## src/rtl/instruction_memory_loader_pkg.sv

```systemverilog
// -----------------------------------------------------------------------------
// instruction_memory_loader_pkg
// Shared CPU package for the boot-time instruction loader: the loader FSM state
// encoding, the default values of the loader parameters, and the widths used
// on the loader's byte and memory-write interfaces.
// -----------------------------------------------------------------------------
package instruction_memory_loader_pkg;

  typedef enum logic [2:0] {
    ST_IDLE    = 3'd0,
    ST_COLLECT = 3'd1,
    ST_WRITE   = 3'd2,
    ST_DONE    = 3'd3,
    ST_ERROR   = 3'd4
  } loader_state_t;

  localparam int unsigned DEF_MAX_WORDS      = 64;
  localparam int unsigned DEF_ADDR_STEP      = 4;
  localparam int unsigned DEF_TIMEOUT_CYCLES = 1023;

  localparam int BYTE_W  = 8;
  localparam int WORD_W  = 32;
  localparam int ADDR_W  = 32;
  localparam int COUNT_W = 8;

  // States in which a start request is honoured.
  function automatic logic accepts_start(loader_state_t s);
    return (s == ST_IDLE) || (s == ST_DONE) || (s == ST_ERROR);
  endfunction

endpackage

```

## src/rtl/instruction_memory_loader_word_assembler.sv

```systemverilog
// -----------------------------------------------------------------------------
// instruction_memory_loader_word_assembler
// Shifts program bytes into a 32-bit word, big-endian (first byte lands in
// bits 31:24), and counts bytes with a 2-bit counter.
//
// Ports
//   clk      : clock, rising edge
//   reset    : asynchronous active-low reset
//   load     : byte_in is accepted on this edge
//   clear    : drop the partial word and restart at byte 0 (wins over load)
//   byte_in  : program byte
//   word     : assembled word (valid once the 4th byte has been loaded)
//   full     : this load completes the word (4th byte of the word)
// -----------------------------------------------------------------------------
module instruction_memory_loader_word_assembler
  import instruction_memory_loader_pkg::*;
(
  input  logic              clk,
  input  logic              reset,
  input  logic              load,
  input  logic              clear,
  input  logic [BYTE_W-1:0] byte_in,
  output logic [WORD_W-1:0] word,
  output logic              full
);

  logic [1:0] byte_cnt;

  // Combinational so the controller can leave COLLECT on the same edge that
  // takes the 4th byte; the word is then stable during the write cycle.
  assign full = load && (byte_cnt == 2'd3);

  always_ff @(posedge clk or negedge reset) begin
    if (!reset) begin
      byte_cnt <= 2'd0;
      word     <= '0;
    end else if (clear) begin
      byte_cnt <= 2'd0;
      word     <= '0;
    end else if (load) begin
      word     <= {word[WORD_W-BYTE_W-1:0], byte_in};
      byte_cnt <= byte_cnt + 2'd1;
    end
  end

endmodule

```

## src/rtl/instruction_memory_loader.sv

```systemverilog
// -----------------------------------------------------------------------------
// instruction_memory_loader
// Receives a program as a byte stream, packs it into 32-bit big-endian words
// and writes them to consecutive instruction-memory addresses starting at 0,
// holding the CPU in reset until the whole program is in place.
//
// Ports
//   clk             : clock, rising edge
//   reset           : asynchronous active-low reset
//   start           : begin a load (honoured in IDLE, DONE, ERROR)
//   word_count      : words to load, sampled with an accepted start
//   byte_in         : program byte
//   byte_valid      : byte_in is valid
//   byte_ready      : loader accepts a byte (COLLECT only)
//   imem_write_en   : one-cycle write strobe
//   imem_write_addr : byte address of the word being written
//   imem_write_data : assembled instruction word
//   cpu_hold        : hold CPU in reset (low only in DONE)
//   busy            : COLLECT or WRITE
//   done            : load finished
//   error           : bad word_count or inter-byte timeout
// -----------------------------------------------------------------------------
module instruction_memory_loader
  import instruction_memory_loader_pkg::*;
#(
  parameter int unsigned MAX_WORDS      = DEF_MAX_WORDS,
  parameter int unsigned ADDR_STEP      = DEF_ADDR_STEP,
  parameter int unsigned TIMEOUT_CYCLES = DEF_TIMEOUT_CYCLES
) (
  input  logic               clk,
  input  logic               reset,
  input  logic               start,
  input  logic [COUNT_W-1:0] word_count,
  input  logic [BYTE_W-1:0]  byte_in,
  input  logic               byte_valid,
  output logic               byte_ready,
  output logic               imem_write_en,
  output logic [ADDR_W-1:0]  imem_write_addr,
  output logic [WORD_W-1:0]  imem_write_data,
  output logic               cpu_hold,
  output logic               busy,
  output logic               done,
  output logic               error
);

  localparam int TMO_W = $clog2(TIMEOUT_CYCLES + 1);

  loader_state_t      state, state_nxt;
  logic [COUNT_W-1:0] wc_q;
  logic [COUNT_W-1:0] words_q;
  logic [ADDR_W-1:0]  addr_q;
  logic [TMO_W-1:0]   tmo_q;

  logic               transfer;
  logic               accept;
  logic               asm_clear;
  logic               word_full;
  logic               tmo_hit;
  logic               last_word;
  logic               wc_too_big;
  logic [WORD_W-1:0]  asm_word;

  assign transfer   = byte_valid && byte_ready;
  assign wc_too_big = (32'(word_count) > MAX_WORDS);
  assign last_word  = ((words_q + 8'd1) == wc_q);
  // The counter holds the idle cycles seen so far; the idle cycle that would
  // bring it to TIMEOUT_CYCLES is the one that aborts the load.
  assign tmo_hit    = (state == ST_COLLECT) && !transfer &&
                      (tmo_q == TMO_W'(TIMEOUT_CYCLES - 1));

  instruction_memory_loader_word_assembler word_assembler (
    .clk     (clk),
    .reset   (reset),
    .load    (transfer),
    .clear   (asm_clear),
    .byte_in (byte_in),
    .word    (asm_word),
    .full    (word_full)
  );

  always_ff @(posedge clk or negedge reset) begin
    if (!reset) begin
      state <= ST_IDLE;
    end else begin
      state <= state_nxt;
    end
  end

  always_comb begin
    state_nxt     = state;
    accept        = 1'b0;
    asm_clear     = 1'b0;
    byte_ready    = 1'b0;
    imem_write_en = 1'b0;
    busy          = 1'b0;
    done          = 1'b0;
    error         = 1'b0;
    cpu_hold      = 1'b1;

    case (state)
      ST_COLLECT: begin
        byte_ready = 1'b1;
        busy       = 1'b1;
        if (word_full) begin
          state_nxt = ST_WRITE;
        end else if (tmo_hit) begin
          state_nxt = ST_ERROR;
          asm_clear = 1'b1;
        end
      end
      ST_WRITE: begin
        imem_write_en = 1'b1;
        busy          = 1'b1;
        state_nxt     = last_word ? ST_DONE : ST_COLLECT;
      end
      default: begin
        done     = (state == ST_DONE);
        error    = (state == ST_ERROR);
        cpu_hold = (state != ST_DONE);
        if (start && accepts_start(state)) begin
          accept    = 1'b1;
          asm_clear = 1'b1;
          if (word_count == '0) begin
            state_nxt = ST_DONE;
          end else if (wc_too_big) begin
            state_nxt = ST_ERROR;
          end else begin
            state_nxt = ST_COLLECT;
          end
        end
      end
    endcase
  end

  always_ff @(posedge clk or negedge reset) begin
    if (!reset) begin
      wc_q    <= '0;
      words_q <= '0;
      addr_q  <= '0;
      tmo_q   <= '0;
    end else begin
      if (accept) begin
        wc_q    <= word_count;
        words_q <= '0;
        addr_q  <= '0;
      end else if (state == ST_WRITE) begin
        words_q <= words_q + 8'd1;
        addr_q  <= addr_q + ADDR_STEP;
      end

      if ((state == ST_COLLECT) && !transfer) begin
        tmo_q <= tmo_q + 1'b1;
      end else begin
        tmo_q <= '0;
      end
    end
  end

  assign imem_write_addr = addr_q;
  assign imem_write_data = asm_word;

endmodule

```

## config.mk

```make
export PLATFORM = sky130hd
export DESIGN_NAME = instruction_memory_loader
export DESIGN_NICKNAME = d
export VERILOG_FILES = /design/src/rtl/instruction_memory_loader_pkg.sv /design/src/rtl/instruction_memory_loader_word_assembler.sv /design/src/rtl/instruction_memory_loader.sv
export SDC_FILE = /design/constraint.sdc
export NUM_CORES = 1
export LEC_CHECK = 0
export ABC_CLOCK_PERIOD_IN_PS = 2500
export CORE_ASPECT_RATIO = 2
export CORE_UTILIZATION = 45
export DETAILED_ROUTE_END_ITERATION = 10
export MAX_ROUTING_LAYER = met4
export PLACE_DENSITY_LB_ADDON = 0.12
export SLEW_MARGIN = 20
export SYNTH_ARGS = -nofsm -noshare
export SYNTH_HDL_FRONTEND = slang
export SYNTH_SLANG_ARGS = --single-unit
```

## constraint.sdc

```tcl
create_clock -name clk -period 2.5 [get_ports clk]
set_input_delay 0.75 -clock clk [delete_from_list [all_inputs] [get_ports clk]]
set_output_delay 0.75 -clock clk [all_outputs]
set_load 0.005 [all_outputs]
```

==> run summary, run 1 <==
The share of final-layout standard cells stronger than drive strength 1 came out at 0.0962. The share of power burned in combinational logic is 0.314. The net switching component of the power is between 1500 and 2000 uW. The min-delay analysis places its worst path in the category in -> async.

The maximum vdd drop is ~0.6 mV. The routed via count is between 3000 and 4000. The share of total power dissipated in sequential elements is 0.408.

The number of remaining DRC errors is 0. The number of design-rule violations left by the first detailed-router iteration came out at roughly 230. The tree is rooted in a clkbuf_16.

The number of antenna-violating nets in the routed design is 0. The largest total area in the synthesized netlist belongs to dfrtp_1. The I/O pin count came out at 90. The number of maximum-capacitance violations came out at 0. The worst path in the final design needs a cycle of 2420 ps, including I/O delays and setup. The fraction of met3 tracks used by global routing came out at 0.0362. The max-slew violation count came to 0. The floorplan core area is 9760 sq um.

Leaving out fill and tap cells, the most frequent cells in the layout are 119 x nand2_1, 92 x dfrtp_1, 82 x clkdlybuf4s50_1. Counting flops and latches in the post-synthesis netlist gives 93. The worst-path maximum fanout came out at 4. In this run, CTS created clock tree buffers numbering 9. The all-layer global routing usage is 0.238. The via density per instance is 5.35. The routability congestion estimate from global placement is approximately 0.83.

The total cell area at the placement stage is 5670 sq um. The synthesized instance count is 499. The number of diodes came out at 0. The finished cells cover about 6000 sq um.

The maximum single-stage delay on the critical path is between 400 and 500 ps. The overall die height is about 140 um. The class of the most critical setup path is reg -> out. The aggregate global routing overflow is 0. Row generation in the floorplan step produced between 50 and 60 rows.

The clock network fraction of total power is 0.278. The most heavily used metal layer in global routing is met2. The transition time of the tightest slew-check pin came out at 537 ps. Once routing completed, OpenROAD measured the worst setup slack at 83.2 ps.

The net total in the final layout is ~620. Walking the worst path, the cells encountered are and2b_1 > nand2_1 > inv_2 > or2_1 > dlygate4sd2_1. Broken down by cell family, the worst path's largest delay share belongs to simple AND/OR/NAND/NOR gates. The final cycle utilization of the critical path came out at 0.967.

The worst-case clock buffer depth came out at 2. The clock transition at the registers of the reported paths came out at about 70 ps. The starting density of the core came out at 0.467.

On the final layout, the worst clock skew is ~8.5 ps. The count of flip-flops with a built-in enable after synthesis came out at 0. The data required time of the worst path is 1750 ps. The element type at the critical path end is a primary output. The total iterations of the first detailed-routing run came out at 6.

The met1 usage in global routing is 0.264. Sorting the synthesized cells by area gives the leading types as dfrtp_1 51%, nand2_1 9.8%, a21oi_1 6.1%, xor2_1 3.5%, o21ai_0 3.1%. The area added between synthesis and finish is 31.7%. The horizontal die dimension is around 73 um.

The internal power came out at 3150 uW. The number of placed instances with taps included is a little over 700. STA classifies the critical path startpoint as a flip-flop. The via count of the first global-routing pass is around 3900.

The average footprint of a synthesized cell came out at between 9 and 10 sq um. The worst relative slew slack came out at 0.639. The final routed wire length divided by cell count is ~15 um. Timing analysis after detailed placement gives a worst setup slack of -14.9 ps.

The final cell count without fillers came out at around 740. The sum of buffers and inverters on the critical path is 2. The number of hold violations in the final report is 0. The first global-routing pass estimated around 19000 um of wire. Setup repair after global routing left no endpoint under its margin. The most common cell after layout, fill and taps aside is nand2_1. The count of unique library cells instantiated by Yosys came out at 54. The number of buffers inserted by hold repair at cts is 0.

For this design, the slowest cell found on the critical path is dfrtp_2. The flow ran to the end, and the final reports show no timing, DRC or antenna violations. After detailed routing, the total wire length is 11100 um. The count of clock tree sinks came out at between 90 and 100. The floorplan die area is approximately 11000 sq um. The post-synthesis instance area is about 4600 sq um. The leakage component of the power is between 0.002 and 0.003 uW. Of the total power, the share spent switching nets is 0.336. The fraction of registers with async set/reset is 1.00. The H-tree depth reported by CTS is 3. The power density normalized to cell area came out at 791 nW/um^2. The highest achievable clock rate came out at between 0.4 and 0.5 GHz. The clock tree from TritonCTS is yes. The maximum number of pins on one net before global-route repair is 47. The total number of yosys warnings came out at 0.

The count of input and output buffers came out at 87. The share of the synthesized area in the top cell type is 0.510. The data arrival time of the worst path came out at 1670 ps. In this run the register-to-register setup slack is 390 ps. Detailed placement ended at an HPWL of 7910 um. For met2 alone, demand over resource in global routing was 0.416. The post-synthesis sequential area ratio is 0.510. The number of antenna violations at the first check in global routing came out at 0.

The aggregate negative setup slack is 0 ps. The dominant synthesized flop cell is dfrtp_1. The clock network latency to the later pin of the worst-skew pair came out at 340 ps. The final-report setup violation count came out at 0.
[path summary, 6_finish.rpt]
path / start / end / depth (start not counted)
max in group asynchronous: reset / wc_q[6] / 2
worst min-delay path: reset / tmo_q[6] / 1
worst max register to register: state[1] / word_assembler.word[8] / 9
worst min register to register: wc_q[6] / wc_q[6] / 2
worst max-delay path: state[1] / busy / 5
min in group clk: wc_q[6] / wc_q[6] / 2
[cell usage after synthesis (all sizes together), types with 10 or more instances]
cell and n:
nand2 119, dfrtp 93, a21oi 56, nor2 33
o21ai 29, or3 18, xor2 18, nand3 15
buf 13, clkbuf 12, xnor2 10
[state kept, by name, summed over array words and instances (netlist names)]
name,cells
imem_write_addr,30
words_q,8
tmo_q,10
word_assembler.word,32
state,3
word_assembler.byte_cnt,2
wc_q,8
[cell type report]
| cell class | count | area, sq um |
|---|---|---|
| clock buffer | 9 | 225 |
| clock inverter | 7 | 58.8 |
| fill | 832 | 3760 |
| inverter | 7 | 26.3 |
| multi-input combinational | 375 | 2090 |
| sequential | 93 | 2330 |
| tap | 132 | 165 |
| timing repair buffer | 112 | 1120 |
[per-stage QoR]
stage | power (uW) | hold slack (ps) | util
after floorplan | 2690 | 454 | -
after global placement | 3370 | 481 | 0.581
after detailed placement | 3390 | 487 | 0.581
after CTS | 4760 | 333 | 0.614
after global routing | 5030 | 343 | 0.615
final | 4750 | 316 | 0.615
[what timing repair did]
| action | 4_1_cts | 5_1_grt |
|---|---|---|
| setup buffers | 3 | 1 |
| pin swaps | 1 | 1 |
| resized for setup | 3 | 4 |
| endpoints found under the setup margin | 3 | 3 |
| hold endpoints to repair | 0 | 0 |
[power groups by stage]
stage	Combinational [uW]	Sequential [uW]	Clock, uW
final	1490	1940	1320
after floorplan	759	1930	0
after global routing	1650	1980	1410
after CTS	1490	1940	1330
after detailed placement	1430	1960	0
after global placement	1410	1960	0
[layer usage]
metal / part of all wire / routed length, um / up-vias
met5: 0 / 0 / -
met4: 0.022 / 239 / 0
met3: 0.033 / 363 / 16
met2: 0.54 / 6020 / 87
met1: 0.40 / 4480 / 1915
li1: - / - / 1911
[cells by family (layout without fill, tap and decap cells)]
| group | count (synthesis) | in the layout | share of synthesized area |
|---|---|---|---|
| buffers and inverters | 32 | 135 | 0.0332 |
| adders and majority gates | 5 | 5 | 0.0137 |
| other | 1 | 2 | 0.000822 |
| DFF | 93 | 93 | 0.510 |
| AOI/OAI and AO/OA | 112 | 112 | 0.154 |
| xor gates and xnor gates | 28 | 28 | 0.0538 |
| and+or+nand+nor | 228 | 228 | 0.234 |
No activity file was read; power rests on OpenSTA's default activity.
==> run 2: changes to the inputs <==
--- a/config.mk
+++ b/config.mk
@@ -5,6 +5,7 @@
 export SDC_FILE = /design/constraint.sdc
 export NUM_CORES = 1
 export LEC_CHECK = 0
+export ABC_AREA = 1
 export ABC_CLOCK_PERIOD_IN_PS = 2500
 export CORE_ASPECT_RATIO = 2
 export CORE_UTILIZATION = 45
@@ -14,4 +15,5 @@
 export SLEW_MARGIN = 20
 export SYNTH_ARGS = -nofsm -noshare
 export SYNTH_HDL_FRONTEND = slang
+export SYNTH_HIERARCHICAL = 1
 export SYNTH_SLANG_ARGS = --single-unit
==> run 2 against run 1 <==
  * Maximum frequency rose by 1.5%
  * Sequential power about the same
  * Synthesized cell count up 34%
==> run summary, run 2 <==
The data required time of the worst path came out at 1750 ps (about the same). Setup repair after global routing left no endpoint under its margin. The count of clock tree sinks came out at 93 (unchanged). The CTS buffer count came to 9 (unchanged). The synthesized instance count was 668 (+34%). The critical path in this run is classified as reg -> out. By instance count, the leading cell after synthesis is nand2_1. The leading area contributor after synthesis is dfrtp_1.

The number of placed instances with taps included came out at 895 (+25%). The clock network latency to the later pin of the worst-skew pair was 340 ps (about the same). The floorplan core area is 10900 sq um (+12%). The via count of the first global-routing pass is 4790 (+24%).

The mux contribution to synthesized area came out at 0 (unchanged). The worst clock skew came to 6.87 ps (-1.63 ps). The element type at the critical path end is a primary output. The maximum single-stage delay on the critical path is 480 ps (+20 ps). The leakage component of the power was 0.00301 uW (+19%). The simple-gate share of the synthesized area came out at 0.355 (+0.121). In the synthesized netlist, the cells that appear most often are 207 x nand2_1, 93 x dfrtp_1, 73 x inv_1. The max-slew violation count came out at 0 (unchanged). The library cell used most frequently in the layout, excluding fill and tap cells, is nand2_1. The flop and latch count out of synthesis came out at 93 (unchanged).

The number of buffers inserted by hold repair at cts came out at 0 (unchanged). The highest achievable clock rate is 0.420 GHz (+1.5%). Traced cell by cell, the critical path runs through inv_2 > nand2_1 > nor2_4 > buf_12 > clkdlybuf4s50_1. The worst relative slew slack came out at 0.584 (-0.0545). The average footprint of a synthesized cell was 7.59 sq um (-17%). The total iterations of the first detailed-routing run came to 5 (-1).

The via density per instance is 5.25 (-1.8%). The worst setup path is launched from a flip-flop. The time the worst path needs with I/O delays and setup is 2380 ps (-36.0 ps). The area growth from synthesis to layout is 27.7%. The register-to-register setup slack came out at 480 ps (+90 ps). The clock transition at the registers of the reported paths was 70 ps (about the same).

The net total in the final layout came out at 793 (+27%). The area share of fa/ha/maj cells after synthesis was 0.0123 (-0.00138). The worst hold margin came to 416 ps (+100 ps). The aggregate global routing overflow came out at 0 (unchanged). The post-synthesis sequential area ratio came out at 0.459 (-0.0513).

The final cell count without fillers came out at 913 (+24%). The starting density of the core is 0.463 (-0.00394). The worst-path maximum fanout came to 4 (unchanged).

The area taken by multi-input logic gates came out at 2290 sq um (+10%). The final-report setup violation count is 0 (unchanged). The maximum number of pins on one net before global-route repair was 46 (-2.1%). The number of fill cells in the layout is 1022 (+23%). The share of final-layout standard cells stronger than drive strength 1 came out at 0.0893 (-0.00692). The maximum vdd drop came out at 0.564 mV (-6.4%). The all-layer global routing usage came out at 0.253 (+0.0146). The cell family contributing the most delay on the critical path is buffers and inverters. The routed via count came out at 4792 (+22%). The number of antenna-violating nets in the routed design is 0 (unchanged).

The flip-flop and latch area came to 2330 sq um (about the same). CTS placed an instance of clkbuf_16 at the clock tree root. The worst-case clock buffer depth came out at 2 (unchanged). The total half-perimeter wirelength after legalization and detailed placement was 10100 um (+28%). The largest family of logic cells by synthesized area is simple AND/OR/NAND/NOR gates. The floorplan die area is 11700 sq um (+11%). The final wirelength is 13400 um (+21%). The final setup slack of the worst path came out at 119 ps (+36.0 ps). The count of flip-flops with a built-in enable after synthesis came to 0 (unchanged). The count of unique library cells instantiated by Yosys is 37 (-31%). TritonCTS built the clock tree. The final cycle utilization of the critical path was 0.952 (-0.0144). The logic depth of the worst register-to-register path was 12 (+3). The number of diodes came out at 0 (unchanged). Ranked by total cell area, the synthesized netlist is headed by dfrtp_1 46%, nand2_1 15%, nand3_1 6.8%, inv_1 5.4%, nor2_1 4.6%. In the synthesized netlist the dominant register cell turns out to be dfrtp_1. The largest individual stage delay along the critical path comes from the cell clkdlybuf4s50_1. The number of design-rule violations left by the first detailed-router iteration came out at 234 (+2.6%).

The H-tree depth reported by CTS was 3 (unchanged). The worst register-to-register path ends at word_assembler/word[26]. The fraction of registers with async set/reset is 1.00 (unchanged). The I/O pin count came out at 90 (unchanged).

The number of maximum-capacitance violations came out at 0 (unchanged). The routability congestion estimate from global placement came out at 0.949 (+14%). The number of remaining DRC errors is 0 (unchanged). The power density normalized to cell area came out at 791 nW/um^2 (about the same). The overall die height is 152 um (+5.4%).

The share of the synthesized area in the top cell type came out at 0.459 (-0.0513). The total number of yosys warnings was 6 (+6). The transition time of the tightest slew-check pin came out at 624 ps (+86.7 ps). In the layout the commonest cells are 207 x nand2_1, 93 x dfrtp_1, 85 x clkdlybuf4s50_1. The worst min-delay path category is in -> async.

The area fraction in compound gates after synthesis came out at 0.0772 (-0.0769). The post-synthesis instance area is 5070 sq um (+11%). The core occupancy in the finished layout came out at 0.592 (-0.0236). The XOR/XNOR share of the synthesized area came out at 0.00518 (-0.0486). The total number of placement rows is 54 (+5.9%). The flip-flop count of the largest register after layout is 32 (unchanged). The number of antenna violations at the first check in global routing came out at 0 (unchanged).

The data arrival time of the worst path is 1630 ps (-40 ps). The count of input and output buffers is 87 (unchanged). The sum of buffers and inverters on the critical path is 3 (+1).

The flow ran to the end, and the final reports show no timing, DRC or antenna violations. In this run the critical register-to-register path is launched from state[0]. The wire length of the first global-routing pass came to 22400 um (+20%). The horizontal die dimension came out at 77.1 um (+5.3%). The worst slack after detailed placement came out at -36.6 ps (-21.7 ps).

The number of hold violations in the final report came out at 0 (unchanged). Tracing the worst setup path back leads to its startpoint at state[2]. The final routed wire length divided by cell count came out at 14.7 um (-2.5%). Counting flops per register, the top entry is word_assembler/word.
[run 2: cell count changes in the layout (fill, tap and decap cells not counted), moves of 9 or more]
| cell | before | now |
|---|---|---|
| nor3_1 | 4 | 13 |
| nor2_1 | 33 | 61 |
| nand3_2 | 0 | 15 |
| a21oi_1 | 56 | 20 |
| o21ai_0 | 28 | 38 |
| or3_1 | 18 | 0 |
| nand2_1 | 119 | 207 |
| inv_1 | 5 | 72 |
| nand3_1 | 15 | 69 |
| xor2_1 | 18 | 1 |
[run 2: metrics by stage]
stage               power, uW  setup TNS (ps)  area [sq um]
floorplan                3070               0          5070
global placement         3660               0          6130
detailed placement       3700            -139          6130
CTS                      5130               0          6450
global route             5420               0          6470
finish                   5120               0          6470
[run 2: power breakdown]
group | internal, uW | switching (uW) | total (uW)
Sequential | 1730 | 243 | 1970
Clock | 836 | 576 | 1410
Combinational | 713 | 1020 | 1740
Total | 3280 | 1840 | 5120
[run 2: worst max path at each step]
stage,endpoint,slack [ps],cells after the start
2_1_floorplan,word_assembler/word[23],170,13
3_3_place_gp,word_assembler/word[7],50,12
3_5_place_dp,word_assembler/word[26],-40,12
4_1_cts,imem_write_en,7,5
5_1_grt,imem_write_en,40,5
6_report,imem_write_en,120,5
[run 2: area by class of cell]
type	count	area share
inverters	77	0.0454
multi-input cells	478	0.354
flip-flops and latches	93	0.359
repair buffers	109	0.166
well taps	140	0.0271
clock inverters	4	0.00850
clock buffers	12	0.0396
[run 2: worst register-to-register path, delay by kind of cell, from the launching register on]
family,cells,cell delay (ps)
DFF,1,460
AOI/OAI and AO/OA,1,70
and+or+nand+nor,7,950
buffers and inverters,4,480
[run 2: logic make-up (layout without fill, tap and decap cells)]
family | Yosys count | in the layout
AOI/OAI and AO/OA | 73 | 73
adders and majority gates | 5 | 5
buffers and inverters | 98 | 202
DFF | 93 | 93
and+or+nand+nor | 395 | 395
other | 1 | 2
xor gates and xnor gates | 3 | 3
[run 2: metal layers]
metal,vias up,part of all wire,global-route usage
li1,2344,-,-
met3,36,0.029,0.0312
met5,-,0,-
met1,2293,0.36,0.240
met2,119,0.56,0.468
met4,0,0.054,0.159
[run 2: timing repair]
item / CTS / global route
setup endpoints to repair: 2 / 2
gates resized for setup: 2 / 3
setup buffers: 0 / 2
cloned: 0 / 0
==> run 3: changes to the inputs <==
--- a/config.mk
+++ b/config.mk
@@ -6,12 +6,13 @@
 export NUM_CORES = 1
 export LEC_CHECK = 0
 export ABC_AREA = 1
-export ABC_CLOCK_PERIOD_IN_PS = 2500
 export CORE_ASPECT_RATIO = 2
 export CORE_UTILIZATION = 45
 export DETAILED_ROUTE_END_ITERATION = 10
 export MAX_ROUTING_LAYER = met4
 export PLACE_DENSITY_LB_ADDON = 0.12
+export REMOVE_ABC_BUFFERS = 1
+export SETUP_SLACK_MARGIN = 0.4
 export SLEW_MARGIN = 20
 export SYNTH_ARGS = -nofsm -noshare
 export SYNTH_HDL_FRONTEND = slang
==> run 3 against run 2 <==
  * Clock-buffer cell count decreased by 3
  * Clock power about the same
  * Critical path depth rose by 1
  * Maximum frequency rose by 15%
  * Hold slack worse by 11 ps
  * Sequential share of layout area decreased by 0.35 points
  * Largest power group unchanged
  * First-iteration DRC count grew 13%
  * Highest routed layer unchanged
  * Largest cell class unchanged
  * Worst setup slack improved by 300 ps
==> run summary, run 3 (synthesis results as in run 2) <==
The run finished with clean final reports. The maximum vdd drop came to 0.527 mV (-6.5%). The count of clock tree sinks is 93 (unchanged). The wire length of the first global-routing pass is 23000 um (+2.6%). The time the worst path needs with I/O delays and setup was 2080 ps (-302 ps). The count of input and output buffers is 87 (unchanged). The highest achievable clock rate came out at 0.481 GHz (+15%). The transition time of the tightest slew-check pin came out at 612 ps (-11.5 ps).

The data arrival time of the worst path is 1330 ps (-300 ps). The logic depth of the worst register-to-register path was 14 (+2). The number of maximum-capacitance violations came out at 0 (unchanged). The final cycle utilization of the critical path is 0.831 (-0.121). The total number of placement rows is 54 (unchanged).

The power density normalized to cell area is 808 nW/um^2 (+2.2%). In the layout the commonest cells are 206 x nand2_1, 81 x dfrtp_1, 79 x clkdlybuf4s50_1. The register with the most flip-flops in the final layout is word_assembler/word. The final wirelength was 13700 um (+2.2%). The final-report setup violation count came to 0 (unchanged). The worst relative slew slack came to 0.592 (+0.00765). The number of remaining DRC errors is 0 (unchanged).

The share of final-layout standard cells stronger than drive strength 1 came out at 0.129 (+0.0402). The number of hold violations in the final report was 0 (unchanged). The class of the most critical setup path is reg -> out. In this run the critical register-to-register path is launched from state[0]. The worst setup path is launched from a flip-flop. The worst-path maximum fanout was 5 (+1).

The via density per instance is 5.23 (-0.31%). The I/O pin count came out at 90 (unchanged). The number of antenna-violating nets in the routed design is 0 (unchanged). The CTS buffer count is 9 (unchanged).

The area added between synthesis and finish is 29.8%. The horizontal die dimension came out at 77.1 um (unchanged). The floorplan core area came out at 10900 sq um (unchanged). The worst-case clock buffer depth is 2 (unchanged). The via count of the first global-routing pass came out at 4912 (+2.5%).

The max-slew violation count is 0 (unchanged). TritonCTS built the clock tree. The routed via count is 4814 (+0.46%). The leakage component of the power came out at 0.00304 uW (+0.82%). The all-layer global routing usage is 0.257 (+0.00423).

The final routed wire length divided by cell count came out at 14.9 um (+1.4%). The maximum number of pins on one net before global-route repair is 45 (-2.2%). The aggregate global routing overflow came out at 0 (unchanged). The reg-to-reg critical path endpoint is word_assembler/word[20]. The total half-perimeter wirelength after legalization and detailed placement came to 9770 um (-3.4%). The number of antenna violations at the first check in global routing came to 0 (unchanged).

The register-to-register setup slack is 550 ps (+70 ps). The data required time of the worst path is 1750 ps (about the same). The area taken by multi-input logic gates is 2340 sq um (+2.1%).

The net total in the final layout came to 800 (+0.88%). The core occupancy in the finished layout is 0.601 (+0.00972). The number of diodes is 0 (unchanged).

The clock network latency to the later pin of the worst-skew pair was 340 ps (about the same). The clock transition at the registers of the reported paths is 80 ps (about the same). The number of design-rule violations left by the first detailed-router iteration is 264 (+13%).

The routability congestion estimate from global placement came out at 0.885 (-6.7%). The overall die height came out at 152 um (unchanged). The H-tree depth reported by CTS was 3 (unchanged). The total iterations of the first detailed-routing run was 4 (-1). The most common cell after layout, fill and taps aside is nand2_1. The flip-flop and latch area is 2340 sq um (+0.65%). The aggregate negative setup slack came out at 0 ps (unchanged). The worst setup path is captured at a primary output. The first element of the critical path is state[2]. The number of fill cells in the layout is 1020 (-0.20%).

The worst min-delay path category is in -> async. The number of buffers inserted by hold repair at cts is 0 (unchanged). The worst clock skew is 11.0 ps (+4.16 ps). The tree is rooted in a clkbuf_16. The starting density of the core came out at 0.463 (unchanged). The floorplan die area came out at 11700 sq um (unchanged). The flip-flop count of the largest register after layout is 32 (unchanged). Setup repair after global routing could not meet its margin everywhere.
## run 3: critical path: stages, from the launching register on
cell and delay, ps:
dfrtp_1 390, inv_2 80, nand2_1 80, nor2_4 140
inv_2 90, nand2_2 90, clkbuf_2 120
## run 3: what timing repair did
action	in CTS	in global routing
buffers inserted	7	8
gates cloned	1	1
pin swaps	2	5
gates resized for setup	20	22
endpoints found under the setup margin	43	47
## run 3: cell type report
class / count / area share
flip-flops and latches: 93 / 0.356
multi-input cells: 479 / 0.356
repair buffers: 115 / 0.170
inverters: 77 / 0.0454
clock buffers: 9 / 0.0342
well taps: 140 / 0.0266
clock inverters: 7 / 0.0122
## run 3: report_power, final
group          switching (uW)  internal [uW]  total, uW
clock network             629            790       1420
logic                    1110            803       1910
registers                 249           1740       1990
## run 3: worst max-delay path by stage
stage | endpoint | slack [ps]
after floorplan | word_assembler/word[0] | -1190
after global placement | word_assembler/word[17] | -10
after detailed placement | word_assembler/word[24] | -90
after CTS | busy | 200
after global routing | busy | 340
final | busy | 420
## run 3: stage by stage
| step | cells | area [sq um] | setup slack (ps) | hold slack (ps) | power (uW) |
|---|---|---|---|---|---|
| 2_1_floorplan | 648 | 4910 | -1190 | 446 | 2890 |
| 3_3_place_gp | 887 | 6060 | -10.8 | 458 | 3610 |
| 3_5_place_dp | 887 | 6060 | -85.5 | 469 | 3650 |
| 4_1_cts | 911 | 6480 | 203 | 429 | 5240 |
| 5_1_grt | 920 | 6580 | 344 | 453 | 5640 |
| 6_report | 920 | 6580 | 421 | 405 | 5320 |
## run 3: routing by layer
metal,track usage,wire length (um),up-vias
li1,-,-,2360
met1,0.256,5080,2293
met2,0.473,7650,128
met3,0.0330,486,33
met4,0.138,526,0
met5,-,0,-
